--- src/rtl/pipe_accum.sv ---
// ---------------------------------------------------------------------------
// pipe_accum
// Sums the signed 16-bit product stream from the add/multiply pipe. Each
// block covers BLOCK_LEN accepted samples and uses a saturating signed
// accumulator. The finished sum is held on a valid/ready output until
// downstream takes it. A sticky flag reports whether any add in the block
// clamped.
//
// Ports
//   clk        rising-edge clock
//   reset      synchronous, active-high reset (priority over everything)
//   d_in       signed sample from the multiply stage
//   in_valid   d_in is valid this cycle
//   in_ready   block is accepting samples (high while accumulating)
//   clear      synchronous abort of the block in progress (ignored in HOLD)
//   sum_out    signed, clamped block sum (valid with out_valid)
//   sat        some add in the block saturated (valid with out_valid)
//   out_valid  sum_out/sat hold a finished block
//   out_ready  downstream takes the result on this edge
// All outputs are registers; there is no input-to-output combinational path.
// ---------------------------------------------------------------------------
module pipe_accum #(
  parameter int BLOCK_LEN = 4,
  parameter int ACC_W     = 24,
  parameter int CNT_W     = $clog2(BLOCK_LEN) + 1
) (
  input  logic             clk,
  input  logic             reset,
  input  logic [15:0]      d_in,
  input  logic             in_valid,
  output logic             in_ready,
  input  logic             clear,
  output logic [ACC_W-1:0] sum_out,
  output logic             sat,
  output logic             out_valid,
  input  logic             out_ready
);

  localparam logic [0:0] ST_ACC  = 1'b0;
  localparam logic [0:0] ST_HOLD = 1'b1;

  localparam logic [ACC_W-1:0] ACC_MAX  = {1'b0, {(ACC_W-1){1'b1}}};
  localparam logic [ACC_W-1:0] ACC_MIN  = {1'b1, {(ACC_W-1){1'b0}}};
  localparam logic [CNT_W-1:0] LAST_CNT = CNT_W'(BLOCK_LEN - 1);

  logic [0:0]       state;
  logic [ACC_W-1:0] acc;
  logic [CNT_W-1:0] count;
  logic             sat_int;

  logic [ACC_W:0]   sum_ext;
  logic [ACC_W-1:0] acc_next;
  logic             sat_next;
  logic             last;

  // One guard bit past ACC_W makes overflow visible. If the top two bits of
  // the widened sum differ, the true result is outside the ACC_W range. The
  // guard bit then gives the sign of the true result, which selects the clamp.
  // NOTE: every always_comb output gets a default at the top of the block so
  // that no path leaves it unassigned; this is what keeps latches from being
  // inferred.
  always_comb begin
    sum_ext  = {acc[ACC_W-1], acc} + {{(ACC_W+1-16){d_in[15]}}, d_in};
    acc_next = sum_ext[ACC_W-1:0];
    sat_next = sat_int;
    if (sum_ext[ACC_W] != sum_ext[ACC_W-1]) begin
      acc_next = sum_ext[ACC_W] ? ACC_MIN : ACC_MAX;
      sat_next = 1'b1;
    end
  end

  assign last = (count == LAST_CNT);

  // NOTE: state is updated with non-blocking assignments only. Every register
  // then samples pre-edge values, whatever order the statements are in.
  always_ff @(posedge clk) begin
    if (reset) begin
      state     <= ST_ACC;
      acc       <= '0;
      count     <= '0;
      sat_int   <= 1'b0;
      sum_out   <= '0;
      sat       <= 1'b0;
      out_valid <= 1'b0;
      in_ready  <= 1'b1;
    end else begin
      case (state)
        ST_ACC: begin
          // clear beats a sample arriving on the same edge
          if (clear) begin
            acc     <= '0;
            count   <= '0;
            sat_int <= 1'b0;
          end else if (in_valid) begin
            if (last) begin
              sum_out   <= acc_next;
              sat       <= sat_next;
              out_valid <= 1'b1;
              in_ready  <= 1'b0;
              state     <= ST_HOLD;
            end else begin
              acc     <= acc_next;
              count   <= count + CNT_W'(1);
              sat_int <= sat_next;
            end
          end
        end
        ST_HOLD: begin
          // The held result is not changed by clear or by incoming samples.
          // The block state is cleared on the handoff edge, so the next block
          // starts from zero.
          if (out_ready) begin
            state     <= ST_ACC;
            out_valid <= 1'b0;
            in_ready  <= 1'b1;
            acc       <= '0;
            count     <= '0;
            sat_int   <= 1'b0;
          end
        end
        default: state <= ST_ACC;
      endcase
    end
  end

endmodule

--- config.mk ---
export PLATFORM = sky130hd
export DESIGN_NAME = pipe_accum
export DESIGN_NICKNAME = d
export VERILOG_FILES = /design/src/rtl/pipe_accum.sv
export SDC_FILE = /design/constraint.sdc
export NUM_CORES = 1
export LEC_CHECK = 0
export ABC_CLOCK_PERIOD_IN_PS = 2600
export CORE_UTILIZATION = 50
export CTS_CLUSTER_SIZE = 40
export DETAILED_ROUTE_END_ITERATION = 8
export PLACE_DENSITY = 0.83
export SLEW_MARGIN = 20
export SYNTH_ARGS = -nofsm -noshare
export SYNTH_HDL_FRONTEND = slang
export SYNTH_SLANG_ARGS = --single-unit
--- constraint.sdc ---
create_clock -name clk -period 2.6 [get_ports clk]
set_clock_uncertainty 0.1 [all_clocks]
set_input_delay 0.26 -clock clk [delete_from_list [all_inputs] [get_ports clk]]
set_output_delay 0.26 -clock clk [all_outputs]
set_load 0.03 [all_outputs]
# After elaboration in Yosys (flattened, before gate mapping)
# Cells that the tools add are included.
# W data, S select, Z words.
[word_totals]
inputBits = 21
latchBits = 0
output_inout_bits = 27
romBits = 0
mem_bits_rw = 0
mem_count = 0
ff_bits = 56
[classes]
n_lt_le_gt_ge = 0
n_reduce_logical = 3
n_mux = 32
bitwise_logic = 2
shift = 0
add_sub_neg = 2
n_div = 0
n_eq_ne = 8
n_mul = 0
[op_table]
columns = ["op", "count"]
rows = [
  ["$mux W24", 6],
  ["$pmux W24 S2", 1],
  ["$add A24 B16 Y25", 1],
  ["$mux W1", 16],
  ["$mux W3", 4],
  ["$ne A2 B2 Y1 const B", 4],
  ["$pmux W1 S2", 4],
  ["$reduce_and A4 Y1", 2],
  ["$ne A3 B3 Y1 const B", 2],
  ["$pmux W3 S2", 1],
  ["$add A3 B1 Y3 const B", 1],
  ["$eq A3 B2 Y1 const B", 1],
  ["$reduce_and A3 Y1", 1],
  ["$not A1 Y1", 2],
  ["$ne A1 B1 Y1", 1],
]

# Longest topological paths before layout
# Gate-level depths: netlist of the first run.
[logic_depth]
depth_word = 7
mapped_depth = 13
mapped_depth_nobuf = 11

# Least setup slack after synthesis of the first run
# Ideal clock, no wire load.
[synth_timing]
path_kind = "register -> register"
startpoint = "reg acc[0]"
endpoint = "reg sum_out[3]"
path_slack_ps = -251
arrival_time_ps = 2665
t_required_ps = 2413
path_stages_with_launch = 14
path_cell_list = "dfxtp_1 > ha_1 > inv_1 > fa_1 > nor2b_1 > o211ai_1 > a31oi_1 > a211o_1 > a41oi_2 > a31oi_1 > buf_4 > buf_6 > nand2_1 > a211oi_1"
[synth_between]
elab_chain_cells = 3
word_cells_on_any_way = 4
cone_classes = "add/sub: 1; eq/ne: 1; mux: 2"
[synth_lines]
columns = ["item", "line", "text"]
rows = [
  ["from (decl)", "47", "logic [ACC_W-1:0] acc;"],
  ["from (signal assigned)", "102", "acc <= acc_next;"],
  ["$add A24 B16 Y25 (*)", "63", "sum_ext = {acc[ACC_W-1], acc} + {{(ACC_W+1-16){d_in[15]}}, d_in};"],
  ["$mux W24 / $ne A1 B1 Y1 (equally long branches)", "67, 66", ""],
  ["$mux W24 (*)", "66", "if (sum_ext[ACC_W] != sum_ext[ACC_W-1]) begin"],
  ["to (signal assigned)", "96", "sum_out <= acc_next;"],
  ["to (decl)", "33", "output logic [ACC_W-1:0] sum_out,"],
]
# Mark *: on every way between the ends. The rest lies on a longest branch, timed or not.
# A chain may end at the register's enable or synchronous reset.

# Worst setup path in the final report of the first run
[layout_timing]
startpoint = "reg acc[0]"
endpoint = "reg sum_out[0]"
# Same word-level chain as after synthesis.

==> flow_summary.ini, run 1 <==
[run_status]
outcome = finished with violations
violations = setup timing

[yosys]
synth.distinct_cells = 55
synth_top_cell_area_share_pct = 30.53
postSynthAreaPerCell_um2 = 8.036
synth_warnings = 0
synth_area_um2 = 3672
ys_seq_area_share_pct = 30.53
synthTopCellsByArea = dfxtp_1 31%, ha_1 8.9%, nand2_1 6.0%
ys_ff_latch = 56
synth_top_area_cell = dfxtp_1
synth_cells = 457
synthesis.nets = 505

[power]
switchingPower_mw = 0.9222
vdd_drop_max_mv = 0.3538
seq_power_share_pct = 37.1
p_per_area_nw_per_um2 = 403.8
switching_share_pct = 37.52
combPwrFrac_pct = 41.5
p_int_mw = 1.535
total_power_mw = 2.458
p_leak_nw = 2.465
clockPowerShare_pct = 21.4

[clock_tree]
cts_htree_levels = 2
clock_sinks = 56
cts_tree = yes
clkTransAtPathRegs_ns = 0.12
clock-root-buffer = clkbuf_8
cts_buffers = 5
clk_latency_ns = 0.33
clock_path_buffers = 2

[route]
vias = 4985
drt-initial-drc-count = 720
firstDrtPassIters = 7
wirelength_um = 18670
avgRoutedWirePerCell_um = 26.60
postRouteAntennaNets = 0
viasPerCell = 7.101
drc_errors = 0

[worst_hold_path]
min_path_type = flip-flop to flip-flop
whs_path_depth = 2

[worst_setup_path]
cp-start-kind = flip-flop
worstRegToRegCells = 14
worstPathArrival_ns = 3.43
cp.required_ns = 2.72
crit_type = flip-flop to flip-flop
crit_fanout = 5
end_kind = flip-flop

[floorplan]
rows = 30
initial_utilization_pct = 52.88
core_area_um2 = 6944
dieArea_um2 = 7691
boundaryPins = 48
die-height_um = 87.70
fp.dieW_um = 87.70

[timing]
setup_violations = 50
holdWs_ns = 0.3727
finalCritPeriodShare_pct = 127.3
finalCriticalPeriod_ns = 3.310
slew_viol_final = 0
max_freq_mhz = 302.1
final-hold-violation-count = 0
final.setup.tns_ns = -27.54
maxSlewHeadroom_pct = 51.20
rsz0062_at_grt = yes
worst_pin_slew_ns = 0.7319
finalWorstSetupSlack_ns = -0.7098

[layout]
layout.cells.non_filler = 702
diodes = 0
fin_area_um2 = 6086
final_nets = 653
syn2layout_area_growth_pct = 65.72
final_layout_size_suffix_gt1_share_pct = 39.77

[placement]
numPortBuffers = 47
gp_congestion = 0.9151
postPlaceCellArea_um2 = 4977
hpwl_um = 8363
dp_cells = 662

[grt]
grt-ovfl-total = 0
grt_pass1_wl_um = 22400
antenna_found_initial = 0
track_usage_pct = 37.97
grt_max_degree = 35
first_global_vias = 4512

[flow_run]
cap_viol_max_count = 0
[final cells by class]
type                            count  area [um2]
Clock inverter                      3       21.27
Timing Repair Buffer              170        1692
Clock buffer                        5       68.82
Tap cell                           96       120.1
Inverter                           10       37.54
Sequential cell                    56        1129
Multi-Input combinational cell    362        3018
Fill cell                         321       858.3
[cells by family (layout without fill, tap and decap cells)]
family	after synthesis	in the layout	synth area share, %
xor gates and xnor gates	17	17	4.054
AOI/OAI and AO/OA	153	153	30.12
adders and majority gates	27	27	9.404
muxes	2	2	0.5452
buffers and inverters	39	188	5.179
DFF	56	56	30.53
and+or+nand+nor	163	163	20.17
[state kept, by name (all words and copies together), names as in the netlist]
register,flops
acc,24
count,3
in_ready,1
out_valid,1
sat,1
sat_int,1
state,1
sum_out,24
[through the flow]
| stage | setup slack (ns) | utilization, % |
|---|---|---|
| 2_1_floorplan | -0.09607 | - |
| 3_3_place_gp | -0.6827 | 71.68 |
| 3_5_place_dp | -0.7806 | 71.68 |
| 4_1_cts | -0.2943 | 81.53 |
| 5_1_grt | -0.8268 | 87.64 |
| 6_report | -0.7098 | 87.64 |
[metal layers]
layer	GRT usage, %	wire length [um]	vias up
met5	0	0	-
met3	7.634	1997	196
li1	-	-	1989
met1	41.56	6188	2294
met4	24.89	2014	0
met2	66.60	8471	506
[cells in the mapped netlist (all sizes together)]
cell type	instances
nor2b	4
or4b	1
a211oi	28
a41o	1
a21oi	40
nand4	8
a2bb2oi	1
nand2	60
inv	10
o21ai	15
and3	3
or2	1
fa	1
dfxtp	56
a21boi	1
xnor2	11
nor2	48
o31ai	3
nand3b	4
o21a	7
nor3	3
o41ai	2
o21bai	2
and2	3
a32oi	2
buf	12
nand3	22
mux2i	2
a21o	11
or3	1
a41oi	2
nand2b	2
o211ai	8
clkbuf	17
a31o	1
nor4	1
xor2	6
a22oi	3
a211o	3
nor3b	1
o2111ai	2
nor4b	1
ha	26
a31oi	19
a221oi	2
[power by group through the flow]
stage,Combinational [mW],Clock [mW],Sequential (mW)
finish,1.02,0.526,0.911
global route,1.05,0.543,0.915
CTS,0.791,0.498,0.904
detailed placement,0.666,0,0.920
global placement,0.648,0,0.919
floorplan,0.400,0,0.915
[critical path: stages, from the launching register on]
cell and delay, ns:
dfxtp_2 0.39, ha_4 0.15, inv_2 0.05, fa_2 0.43, nor2b_4 0.15, o211ai_1 0.20
a31oi_2 0.25, a211o_1 0.24, a41oi_2 0.17, a31oi_2 0.22, buf_6 0.16, buf_6 0.13
clkbuf_16 0.16, nand2_1 0.07, a211oi_1 0.31
[worst paths after layout]
check                                 from                        to  slack (ns)
setup / recovery       acc[0]$_SDFFE_PP0P_   sum_out[0]$_SDFFE_PP0P_       -0.71
hold / removal    sum_out[15]$_SDFFE_PP0P_  sum_out[15]$_SDFFE_PP0P_        0.37
setup reg to reg       acc[0]$_SDFFE_PP0P_   sum_out[0]$_SDFFE_PP0P_       -0.71
hold reg to reg   sum_out[15]$_SDFFE_PP0P_  sum_out[15]$_SDFFE_PP0P_        0.37
[placed cells by master, fill, tap and decap left out, types with 7 or more instances in the layout]
master	synthesis	final
buf_4	2	96
nand4_1	8	8
a211oi_2	10	22
buf_6	4	10
ha_4	0	16
a21o_1	11	11
nand2_4	0	8
buf_12	0	8
inv_1	10	9
nand2_2	1	8
o211ai_1	8	8
a21oi_1	37	31
a31oi_1	18	10
ha_1	26	10
clkdlybuf4s50_1	0	38
nand2_1	59	44
nand3_2	0	7
nand3_1	22	10
nor2_1	47	47
xnor2_1	11	10
dfxtp_1	56	52
o21ai_0	15	11
[what timing repair did]
action / in CTS / in global routing
cloned: 7 / 2
pin swaps: 40 / 44
resized for setup: 64 / 60
hold endpoints to repair: 0 / 0
buffers inserted: 15 / 8
setup endpoints to repair: 50 / 50
hold buffers: 0 / 0
No activity file was read; power rests on OpenSTA's default activity.
==> run 2, diff against run 1 <==
--- a/config.mk
+++ b/config.mk
@@ -6,6 +6,7 @@
 export NUM_CORES = 1
 export LEC_CHECK = 0
 export ABC_CLOCK_PERIOD_IN_PS = 2600
+export CORE_MARGIN = 10
 export CORE_UTILIZATION = 50
 export CTS_CLUSTER_SIZE = 40
 export DETAILED_ROUTE_END_ITERATION = 8
==> constraint.sdc (replaced) <==
create_clock -name clk -period 2.6 [get_ports clk]
set_clock_uncertainty 0.1 [all_clocks]
set_input_delay 0.26 -clock clk [delete_from_list [all_inputs] [get_ports clk]]
set_output_delay 0.26 -clock clk [all_outputs]
set_load 0.02 [all_outputs]
==> run 2 against run 1 <==
Against the previous run:
- the run still ends with setup timing left
- power up 0.80%
- global-route usage decreased by 13 points
- hold slack worse by 0.078 ns
- non-clock buffer count is 7 lower
- final cell count down 0.71%
- setup slack improved by 0.31 ns
- sequential share of layout area up 0.93 points
- combinational power down 13%
- critical endpoint is now sum_out[22]$_SDFFE_PP0P_
- largest cell class unchanged
==> flow_summary.ini, run 2 (synthesis gave the netlist of run 1 again) <==
[timing]
final-hold-violation-count = 0
maxSlewHeadroom_pct = 64.47
final.setup.tns_ns = -15.33
finalCriticalPeriod_ns = 3.002
setup_violations = 50
slew_viol_final = 0
finalWorstSetupSlack_ns = -0.4018
max_freq_mhz = 333.1
rsz0062_at_grt = yes
worst_pin_slew_ns = 0.5330
finalCritPeriodShare_pct = 115.5

[flow_run]
cap_viol_max_count = 0

[clock_tree]
cts_tree = yes
clk_latency_ns = 0.33
clock_sinks = 56
cts_buffers = 5
clkTransAtPathRegs_ns = 0.10
clock-root-buffer = clkbuf_8
cts_htree_levels = 2
clock_path_buffers = 2
ctsHoldBuffers = 0

[route]
viasPerCell = 6.486
avgRoutedWirePerCell_um = 22.35
vias = 4521
firstDrtPassIters = 5
drt-initial-drc-count = 428
drc_errors = 0
wirelength_um = 15580
postRouteAntennaNets = 0

[floorplan]
core_area_um2 = 7214
die-height_um = 105.7
fp.dieW_um = 105.7
boundaryPins = 48
rows = 31
dieArea_um2 = 11170
initial_utilization_pct = 50.90

[grt]
grt_pass1_wl_um = 23060
antenna_found_initial = 0
grt_max_degree = 32
first_global_vias = 4517
track_usage_pct = 24.87
grt-ovfl-total = 0

[run_status]
violations = setup timing
outcome = finished with violations

[layout]
diodes = 0
fill_cells = 419
final_cell_mix = 98 x buf_4, 51 x nand2_1, 50 x dfxtp_1
final_nets = 646
reg_top3 = acc (24), sum_out (24), count (3)
final_layout_size_suffix_gt1_share_pct = 36.12
syn2layout_area_growth_pct = 58.19
finish.utilization_pct = 80.52
layout_commonest_cell = buf_4

[worst_setup_path]
crit_type = flip-flop to flip-flop
crit_fanout = 8
cp-start-kind = flip-flop
end_kind = flip-flop
worstSetupStartpoint = acc[0]$_SDFFE_PP0P_
timing.rr.start = acc[0]$_SDFFE_PP0P_
slowest_delay_ns = 0.36
regToRegSetupSlack_ns = -0.40
worstPathArrival_ns = 3.14
cp_cell_sequence = ha_4, inv_4, fa_2, nor2b_2, o211ai_1, a31oi_2, a211o_1, a41oi_2, a31oi_4, buf_8, buf_8, nand3_1, a211oi_2
crit_path_frequent_cell = buf_8
cp_slowest_cell = dfxtp_2
cp.required_ns = 2.74

[power]
p_leak_nw = 2.377
p_per_area_nw_per_um2 = 426.4
vdd_drop_max_mv = 0.3108

[placement]
hpwl_um = 8877
gp_congestion = 0.9300
numPortBuffers = 47

[worst_hold_path]
hp-start = reset
min_path_type = primary input to flip-flop
[run 2: changes by cell type in the layout (fill, tap and decap cells not counted), moves of 3 or more]
cell and change:
a211oi_1 +4, buf_6 -5, a31oi_1 +3, nand3_1 +7, nand3_4 -4, nand2_4 -7
nand2_1 +7, buf_8 +4, nand3_2 -3, buf_16 -5, a211oi_2 -6
[run 2: final timing paths]
check | to | cells past startpoint
worst min register to register | in_ready$_SDFFE_PP1P_ | 2
worst max-delay path | sum_out[22]$_SDFFE_PP0P_ | 13
worst max register to register | sum_out[22]$_SDFFE_PP0P_ | 13
worst min-delay path | count[1]$_SDFFE_PP0P_ | 2
[run 2: cell type report]
class / instances / area [um2] / share of cell area, %
flip-flops and latches: 56 / 1131 / 19.47
inverters: 10 / 40.04 / 0.6892
clock inverters: 2 / 60.06 / 1.034
multi-input cells: 362 / 2878 / 49.54
well taps: 99 / 123.9 / 2.132
clock buffers: 5 / 68.82 / 1.185
repair buffers: 163 / 1508 / 25.95
[run 2: metrics by stage]
step	cells	setup slack, ns	hold WS [ns]	area, um2	power [mW]
after floorplan	457	-0.09607	0.2967	3765	1.315
after global placement	670	-0.5808	0.3303	4981	1.566
final	697	-0.4018	0.2946	5809	2.477
after global routing	697	-0.4782	0.3224	5809	2.536
after detailed placement	670	-0.7533	0.3371	4981	1.588
after CTS	691	-0.2756	0.2750	5558	2.339
[run 2: where the power goes]
group / switching, mW / internal [mW] / leakage (nW) / total (mW)
registers: 0.0245 / 0.882 / 0.456 / 0.907
logic: 0.473 / 0.412 / 1.86 / 0.884
clock network: 0.307 / 0.380 / 0.0642 / 0.686
total: 0.804 / 1.67 / 2.38 / 2.48
[run 2: critical path, delay by kind of cell (launching register included)]
family	cells	cell delay [ns]
AOI/OAI and AO/OA	6	1.26
adders and majority gates	2	0.53
buffers and inverters	3	0.37
DFF	1	0.36
and+or+nand+nor	2	0.29
[run 2: metal layers]
metal	part of all wire, %	wire length (um)	track usage (%)	vias to the layer above
met2	48	7494	43.51	337
li1	-	-	-	1958
met5	0	0	0	-
met4	6.9	1076	14.02	0
met3	7.4	1159	4.385	120
met1	38	5847	27.83	2106
[run 2: repair_timing]
item / in CTS / in global routing
pin swaps: 33 / 24
setup endpoints to repair: 50 / 50
gates resized for setup: 63 / 37
setup buffers: 11 / 6
gates cloned: 4 / 1
==> run 3, diff against run 2 <==
--- a/config.mk
+++ b/config.mk
@@ -10,7 +10,7 @@
 export CORE_UTILIZATION = 50
 export CTS_CLUSTER_SIZE = 40
 export DETAILED_ROUTE_END_ITERATION = 8
-export PLACE_DENSITY = 0.83
+export PLACE_DENSITY = 0.78
 export SLEW_MARGIN = 20
 export SYNTH_ARGS = -nofsm -noshare
 export SYNTH_HDL_FRONTEND = slang
==> run 3 against run 2 <==
Against the previous run:
- the run still ends with setup timing left
- critical path type unchanged
- non-clock buffer count grew 13
- largest cell class unchanged
- global-route usage shrank 1.0 points
- critical endpoint is now sum_out[13]$_SDFFE_PP0P_
- die area is the same
- final cell count grew 2.0%
- critical path depth shrank 2
- via count grew 0.82%
- hold slack lost 0.0056 ns
- wire length grew 1.5%
- clock power shrank 23%
- sequential cell count is the same
- utilization grew 0.76 points
==> flow_summary.ini, run 3 (synthesis gave the netlist of run 1 again) <==
[placement]
numPortBuffers = 47
hpwl_um = 8590
gp_congestion = 0.9454
pre_cts_ws_ns = -0.6747

[run_status]
violations = setup timing
outcome = finished with violations

[route]
avgRoutedWirePerCell_um = 22.23
drt-initial-drc-count = 432
drc_errors = 0
dr_wl_met2_um = 7567
vias = 4558
highest_layer = met4
viasPerCell = 6.411
wirelength_um = 15810
m1WireLength_um = 5779
postRouteAntennaNets = 0
dr_wl_met3_um = 1371
firstDrtPassIters = 6

[worst_setup_path]
reg2reg_to = sum_out[13]$_SDFFE_PP0P_
crit_fanout = 10
crit_type = flip-flop to flip-flop
end_kind = flip-flop
regToRegSetupSlack_ns = -0.83
slowest_delay_ns = 0.55
cp.required_ns = 2.70
cp_cell_sequence = ha_1, a211oi_1, o211ai_1, or4b_4, a21oi_2, buf_4, nor3b_4, a31oi_4, buf_6, nand2_1, a211oi_2
timing.rr.start = acc[1]$_SDFFE_PP0P_
worstRegToRegCells = 11
worstPathArrival_ns = 3.53
cp_slowest_cell = or4b_4
cp-start-kind = flip-flop

[timing]
slew_viol_final = 0
final-hold-violation-count = 0
finalCritPeriodShare_pct = 132.0
rsz0062_at_grt = yes
finalCriticalPeriod_ns = 3.431
finalWorstSetupSlack_ns = -0.8312
setup_violations = 50
max_freq_mhz = 291.4
worst_pin_slew_ns = 0.5321
maxSlewHeadroom_pct = 64.27

[layout]
reg_top3 = acc (24), sum_out (24), count (3)
syn2layout_area_growth_pct = 59.69
diodes = 0
finish.utilization_pct = 81.29
final_cell_mix = 113 x buf_4, 52 x nand2_1, 49 x dfxtp_1
layout_commonest_cell = buf_4
final_layout_size_suffix_gt1_share_pct = 39.87
final_nets = 659

[grt]
track_usage_pct = 23.84
grt_max_degree = 27
first_global_vias = 4582
grt-ovfl-total = 0
antenna_found_initial = 0
grt_pass1_wl_um = 22540

[flow_run]
cap_viol_max_count = 0

[clock_tree]
cts_tree = yes
cts_htree_levels = 2
cts_buffers = 5
clock_path_buffers = 2
clk_latency_ns = 0.33
clkTransAtPathRegs_ns = 0.12
clock_sinks = 56
clock-root-buffer = clkbuf_8

[power]
total_power_mw = 2.353
p_per_area_nw_per_um2 = 401.3
p_leak_nw = 2.359
vdd_drop_max_mv = 0.3890

[floorplan]
die-height_um = 105.7
rows = 31
core_area_um2 = 7214
fp.dieW_um = 105.7
initial_utilization_pct = 50.90
boundaryPins = 48
dieArea_um2 = 11170

[worst_hold_path]
worstHoldEndpoint = sum_out[20]$_SDFFE_PP0P_
min_path_type = primary input to flip-flop
hp-start = reset
whs_path_depth = 2
run 3: final cells by class:
cell class	instances	area [um2]
clock inverters	3	26.28
clock buffers	5	68.82
well taps	99	123.9
fillers	412	1350
flip-flops and latches	56	1132
repair buffers	176	1526
multi-input cells	362	2949
inverters	10	37.54
run 3: how the worst max path moves through the flow:
stage | start | end | cells past startpoint
4_1_cts | acc[4]$_SDFFE_PP0P_ | sum_out[21]$_SDFFE_PP0P_ | 11
6_report | acc[1]$_SDFFE_PP0P_ | sum_out[13]$_SDFFE_PP0P_ | 11
5_1_grt | acc[1]$_SDFFE_PP0P_ | sum_out[13]$_SDFFE_PP0P_ | 11
3_3_place_gp | d_in[0] | sum_out[22]$_SDFFE_PP0P_ | 14
3_5_place_dp | d_in[0] | sum_out[22]$_SDFFE_PP0P_ | 14
2_1_floorplan | acc[0]$_SDFFE_PP0P_ | sum_out[4]$_SDFFE_PP0P_ | 13
run 3: through the flow:
step / hold slack [ns] / TNS (ns) / cell area [um2] / instances
2_1_floorplan: 0.2967 / -1.664 / 3765 / 457
3_3_place_gp: 0.3344 / -27.51 / 4974 / 669
5_1_grt: 0.2898 / -23.60 / 5864 / 711
3_5_place_dp: 0.3503 / -29.64 / 4974 / 669
4_1_cts: 0.2515 / -7.670 / 5664 / 704
6_report: 0.2891 / -21.09 / 5864 / 711
run 3: what timing repair did:
item	in CTS	in global routing
hold buffers	0	0
cloned	2	0
pin swaps	52	21
endpoints found under the hold margin	0	0
gates resized for setup	80	33
setup endpoints to repair	50	50
buffers inserted	25	7
run 3: routing by layer:
layer / up-vias / global-route usage (%)
li1: 1982 / -
met1: 2140 / 25.71
met2: 327 / 42.27
met3: 109 / 4.994
met4: 0 / 13.54
met5: - / 0
run 3: power breakdown:
| part | switching (mW) | internal [mW] |
|---|---|---|
| combinational | 0.490 | 0.424 |
| sequential | 0.0253 | 0.883 |
| clock | 0.333 | 0.197 |
run 3: critical path, delay by kind of cell (launching register included):
kind	cells	cell delay, ns
AND/OR/NAND/NOR	3	0.76
AO/OA/AOI/OAI	5	1.45
adder cells (fa/ha/maj)	1	0.30
buffers and inverters	2	0.35
flip-flops	1	0.34
